### src/rtl/alu_seq_ctrl.sv
// alu_seq_ctrl
// Multi-cycle issue controller for the 16-bit combinational ALU. Accepts one
// instruction word per handshake, drives registered ALU operands/control,
// captures the ALU result and retires it into an internal 8x16 register file.
//
// Optional feature macro: ALU_SEQ_OVF_TRAP_EN
//   defined   : add/sub with overflow skips the rd write and pulses OVF_TRAP
//   undefined : wrapped result is written, OVF_TRAP stays 0
//
// Ports
//   CLK, RST_N        clock, synchronous active-low reset
//   INS_VALID/READY   instruction handshake, INS_WORD = {op,rd,rs1,rs2,shamt}
//   ALU_DA/DB/CTL/SHIFT  registered ALU drive
//   ALU_DC, ALU_OverFlow ALU result inputs, sampled at the end of EXE
//   DONE, RES         retire pulse and result (RES holds after DONE)
//   OVF_STICKY/CLR    sticky add/sub overflow flag and its clear
//   OVF_TRAP          overflow trap pulse, coincident with DONE
//   RD_ADDR/RD_DATA   combinational debug read of the register file
//
// state | meaning
// IDLE  | INS_READY=1, waiting for an instruction
// OPR   | load ALU operand/control registers from rf
// EXE   | ALU evaluates; capture result and overflow
// WB    | DONE/RES presented; rf write at end of cycle

module alu_seq_ctrl (
    input  logic        CLK,
    input  logic        RST_N,
    input  logic        INS_VALID,
    output logic        INS_READY,
    input  logic [15:0] INS_WORD,
    output logic [15:0] ALU_DA,
    output logic [15:0] ALU_DB,
    output logic [2:0]  ALU_CTL,
    output logic [3:0]  ALU_SHIFT,
    input  logic [15:0] ALU_DC,
    input  logic        ALU_OverFlow,
    output logic        DONE,
    output logic [15:0] RES,
    output logic        OVF_STICKY,
    input  logic        OVF_CLR,
    output logic        OVF_TRAP,
    input  logic [2:0]  RD_ADDR,
    output logic [15:0] RD_DATA
);

    localparam logic [1:0] S_IDLE = 2'd0;
    localparam logic [1:0] S_OPR  = 2'd1;
    localparam logic [1:0] S_EXE  = 2'd2;
    localparam logic [1:0] S_WB   = 2'd3;

    localparam logic [2:0] OP_ADD   = 3'b000;
    localparam logic [2:0] OP_SUB   = 3'b001;
    localparam logic [2:0] OP_LOADI = 3'b111;

    logic [1:0]  state;
    logic [15:0] ins;
    // Entry 0 is never written, so it reads as zero without a special mux.
    logic [15:0] rf [8];

    logic [2:0]  op;
    logic [2:0]  rd;
    logic [2:0]  rs1;
    logic [2:0]  rs2;
    logic [3:0]  shamt;
    logic [15:0] imm;
    logic        is_loadi;
    logic        is_addsub;
    logic        wb_en;

    assign op        = ins[15:13];
    assign rd        = ins[12:10];
    assign rs1       = ins[9:7];
    assign rs2       = ins[6:4];
    assign shamt     = ins[3:0];
    assign imm       = {{6{ins[9]}}, ins[9:0]};
    assign is_loadi  = (op == OP_LOADI);
    assign is_addsub = (op == OP_ADD) || (op == OP_SUB);

`ifdef ALU_SEQ_OVF_TRAP_EN
    // A trapped add/sub leaves rd untouched; OVF_TRAP is high during WB.
    assign wb_en = (rd != 3'd0) && !OVF_TRAP;
`else
    assign wb_en = (rd != 3'd0);
`endif

    assign RD_DATA = rf[RD_ADDR];

    always_ff @(posedge CLK) begin
        if (!RST_N) begin
            state      <= S_IDLE;
            ins        <= 16'h0000;
            INS_READY  <= 1'b0;
            ALU_DA     <= 16'h0000;
            ALU_DB     <= 16'h0000;
            ALU_CTL    <= 3'b000;
            ALU_SHIFT  <= 4'h0;
            DONE       <= 1'b0;
            RES        <= 16'h0000;
            OVF_STICKY <= 1'b0;
            OVF_TRAP   <= 1'b0;
            for (int i = 0; i < 8; i++) begin
                rf[i] <= 16'h0000;
            end
        end else begin
            DONE     <= 1'b0;
            OVF_TRAP <= 1'b0;
            // Any set in EXE below is a later assignment and so wins.
            if (OVF_CLR) begin
                OVF_STICKY <= 1'b0;
            end

            case (state)
                S_IDLE: begin
                    INS_READY <= 1'b1;
                    if (INS_VALID && INS_READY) begin
                        ins       <= INS_WORD;
                        INS_READY <= 1'b0;
                        state     <= S_OPR;
                    end
                end
                S_OPR: begin
                    if (is_loadi) begin
                        ALU_DA    <= 16'h0000;
                        ALU_DB    <= 16'h0000;
                        ALU_CTL   <= 3'b000;
                        ALU_SHIFT <= 4'h0;
                    end else begin
                        ALU_DA    <= rf[rs1];
                        ALU_DB    <= rf[rs2];
                        ALU_CTL   <= op;
                        ALU_SHIFT <= shamt;
                    end
                    state <= S_EXE;
                end
                S_EXE: begin
                    DONE <= 1'b1;
                    RES  <= is_loadi ? imm : ALU_DC;
                    if (is_addsub && ALU_OverFlow) begin
                        OVF_STICKY <= 1'b1;
`ifdef ALU_SEQ_OVF_TRAP_EN
                        OVF_TRAP   <= 1'b1;
`endif
                    end
                    state <= S_WB;
                end
                S_WB: begin
                    if (wb_en) begin
                        rf[rd] <= RES;
                    end
                    INS_READY <= 1'b1;
                    state     <= S_IDLE;
                end
                default: begin
                    state <= S_IDLE;
                end
            endcase
        end
    end

endmodule

### config.mk
export PLATFORM = sky130hd
export DESIGN_NAME = alu_seq_ctrl
export DESIGN_NICKNAME = d
export VERILOG_FILES = /design/src/rtl/alu_seq_ctrl.sv
export SDC_FILE = /design/constraint.sdc
export NUM_CORES = 1
export LEC_CHECK = 0
export CORE_ASPECT_RATIO = 2
export CORE_MARGIN = 1
export CORE_UTILIZATION = 57
export CTS_CLUSTER_SIZE = 8
export DETAILED_ROUTE_END_ITERATION = 12
export MAX_ROUTING_LAYER = met4
export PLACE_DENSITY = 0.77
export SLEW_MARGIN = 20
export SYNTH_ARGS = -nofsm -noshare
export SYNTH_HDL_FRONTEND = slang
export SYNTH_SLANG_ARGS = --single-unit
### constraint.sdc
create_clock -name CLK -period 3.5 [get_ports CLK]
set_input_delay 1.05 -clock CLK [delete_from_list [all_inputs] [get_ports CLK]]
set_output_delay 1.05 -clock CLK [all_outputs]
set_load 0.01 [all_outputs]
==> summary.txt <==
Worst hold path
  • Hold Startpoint: ALU_DB[1]
  • WHS Path Cells: 2
  • Worst min-delay path class: flop to flop
  • Hold Path End: ALU_DB[1]

STA
  • Max transition margin: 21.6%
  • TNS Setup: 0 ns
  • Final Skew: 0.0176 ns
  • Final setup violation count: 0
  • Worst Tran Pin Value: 1.18 ns
  • RSZ-0062 raised after global routing: yes
  • Tmin final: 3.48 ns
  • Fin crit share: between 90% and 100%
  • Hold Fails Final Rpt: 0
  • Hold WS: 0.453 ns
  • Fin. max-slew vios: 0
  • Highest clock rate: ~290 MHz

Synth
  • Largest area contributor in the netlist: edfxtp_1
  • Post-synthesis compound-gate area fraction: under 10%
  • Synth async-reset ratio: 0%
  • Post-Synth Adder-Cell Area: less than 1%
  • Post-Synth Simple-Gate Area: a little under an eighth
  • Synth area leaders: edfxtp_1, dfxtp_1, mux2_2
  • Top_reg_cell synth: edfxtp_1
  • Top-count cell post-synth: mux2_2
  • Main combinational cell family by area after synthesis: multiplexers
  • Xor/xnor share of the synthesized area: 0%
  • Post-synthesis cell type count: 36
  • Post-synth EDFFs: approximately 130
  • Yosys reg bits: 210
  • Post-synthesis mux area share: 23.9%
  • Sequential fraction of the synthesis area: 51.4%
  • Synthesized cell area: 10700 um2
  • Mapped Cells: 868
  • Syn Area/Cell: 12.3 um2
  • Top post-synthesis cells by count: mux2_2, edfxtp_1, and2_1
  • Yosys warning count: 0
  • Top cell type's share of synthesized area: roughly 36%

Floorplan
  • Die width: 98.7 um
  • Starting Density: 58.3%
  • Top Ports: 115
  • Core Box Area: 18300 um2
  • Row cnt: 70
  • Chip Height: slightly below 200 um
  • Die area: 19300 um2

Global route
  • Grt ovf: 0
  • Largest net degree at the start of global routing: 65
  • Vias in the first global route: 8080
  • Initial antenna violation count: 0
  • First-pass GRT wire length: 45.2 mm
  • Met1 Use GR: between 30% and 40%
  • Total GRT Usage: roughly a third
  • M3 GR Usage: under 10%
  • Met2 usage: 59.3%
  • Gr busiest metal: met2

Placement
  • RD Place Congestion: around 0.96
  • Cells after DPL: 1175
  • DP Wirelength: 19.6 mm
  • Dpl cell area: 12100 um2
  • Port-buffer cells: about 110

CTS
  • Clock Sinks: 210
  • CTS H-tree depth: 1
  • Clock slew at reported path FFs: 0.05 ns
  • Hold buffers post-CTS: 0
  • Clock root cell: clkbuf_16
  • Largest buffer count on any clock path: 3
  • Num CTS Buffers: 30
  • CTS tree: yes
  • Worst-Skew Late Latency: 0.55 ns

Cells and area
  • Area grow syn2layout: 22.8%
  • Post-layout net count: 1042
  • Fillers: 1290
  • Register area: 5490 um2
  • Antenna fix cells: 0
  • Fraction of final layout cells sized beyond drive strength 1: 22.9%
  • Final Util: 71.6%
  • Layout Cells excl Fill: between 1000 and 1500
  • Final Cell Area: approximately 13000 um2
  • Multi-input gate area: slightly below 5000 um2

Worst setup path
  • Crit start category: primary input
  • Critical path's top delay family: multiplexers
  • Crit Reg-Reg Endpoint: ALU_DB[10]
  • CP arrival: approximately 2.4 ns
  • Crit Path Class: primary input to primary output
  • CP max-delay cell: mux4_1
  • Crit. End Element: primary output
  • CP required: 2.45 ns
  • Worst reg-to-reg path cell count: 4
  • Worst Path Buf+Inv: 3
  • Crit-path cells: buf_12 > bufbuf_16 > mux4_1 > mux2_2 > buf_2
  • Reg2Reg Setup Slack: between 1 and 1.5 ns
  • Worst Path Max Fanout: 6
  • Max incr delay on CP: 0.53 ns

Pwr
  • NetSw: 2.30 mW
  • Combinational fraction of design power: 24.1%
  • Sw Share: 29.4%
  • Leakage: 4.90 nW
  • Clock power frac: between 30 and 40%
  • Worst vdd rail ir drop: 0.508 mV
  • Pwr/cell area: 597 nW/um2
  • Pint: 5.53 mW
  • Flop pwr share: 42.1%

Detailed routing
  • Drt first pass iters: 5
  • Per-cell routed wire length: 24.0 um
  • Via count: 7718
  • DRC viols: 0
  • Final WL: 29.6 mm
  • Remaining antenna violation count after routing: 0
  • Via/cell ratio: 6.24
  • DR iter-0 viols: around 550

Flow run
  • Max cap viols: 0

Run status
  • Status: complete, no violations
[worst max-delay path by stage]
stage	to	startpoint	cells past startpoint	slack, ns
after floorplan	RD_DATA[4]	RD_ADDR[0]	4	0.33
after global placement	RD_DATA[2]	RD_ADDR[1]	5	-0.40
after detailed placement	RD_DATA[1]	RD_ADDR[1]	5	-0.45
after CTS	RD_DATA[2]	RD_ADDR[0]	5	-0.003
after global routing	RD_DATA[4]	RD_ADDR[0]	5	-0.002
final	RD_DATA[4]	RD_ADDR[0]	5	0.02
[layout by cell type, fill, tap and decap left out, types with 11 or more instances in the layout]
| master | instances |
|---|---|
| nand3_1 | 11 |
| a21oi_1 | 38 |
| mux2_2 | 142 |
| clkbuf_1 | 23 |
| dfxtp_1 | 80 |
| nor2_1 | 18 |
| o22ai_1 | 64 |
| buf_4 | 24 |
| mux4_1 | 23 |
| conb_1 | 17 |
| nand2b_1 | 14 |
| nand2_1 | 68 |
| and2_1 | 113 |
| clkdlybuf4s50_1 | 95 |
| clkbuf_16 | 31 |
| edfxtp_1 | 128 |
| o31ai_1 | 32 |
[area by class of cell]
type	count	share of cell area [%]
timing repair buffer	149	12.0
inverter	5	0.143
sequential	210	41.9
clock inverter	1	0.0668
clock buffer	54	6.58
tap	216	2.06
multi-input combinational	601	37.3
[per-stage QoR]
step                      setup slack [ns]  total power [mW]
after floorplan                      0.328              4.31
after global placement              -0.402              5.15
after detailed placement            -0.452              5.20
after CTS                         -0.00264              7.86
after global routing              -0.00166              8.13
final                               0.0161              7.83
[power by group through the flow]
stage / logic (mW) / registers [mW] / clock network, mW
after global routing: 2.02 / 3.34 / 2.78
final: 1.89 / 3.30 / 2.65
after CTS: 1.89 / 3.29 / 2.68
after global placement: 1.83 / 3.32 / 0
after floorplan: 1.04 / 3.27 / 0
after detailed placement: 1.87 / 3.34 / 0
[repair_timing]
item                                    4_1_cts  5_1_grt
endpoints found under the setup margin       16        6
gates resized for setup                      52        7
buffers inserted                              1        0
cloned                                        5        0
pin swaps                                     0        0
[worst reg2reg max path, cell delays in order (launching register included)]
cell and delay (ns):
dfxtp_2 0.85, buf_12 0.33, mux2_2 0.37, o22ai_1 0.32
o31ai_1 0.10
[sequential cells by signal (all words and copies together), names as in the netlist, named ones only]
signal and cells:
ALU_CTL 3, INS_READY 1, RES 16, OVF_STICKY 1
ALU_DA 16, ALU_SHIFT 4, rf 128, state 2
ins 16, ALU_DB 16, DONE 1
[routing by layer]
metal / part of all wire [%] / wire length [um]
met1: 34 / 10000
met2: 55 / 16200
met3: 5.5 / 1640
met4: 5.8 / 1710
met5: 0 / 0
[logic make-up (layout without fill, tap and decap cells)]
logic type / Yosys count / count (layout)
and+or+nand+nor: 233 / 233
DFF: 210 / 210
muxes: 186 / 186
AOI/OAI and AO/OA: 160 / 160
buffers and inverters: 73 / 209
adders and majority gates: 5 / 5
other: 1 / 17
No activity file was read; power rests on OpenSTA's default activity.
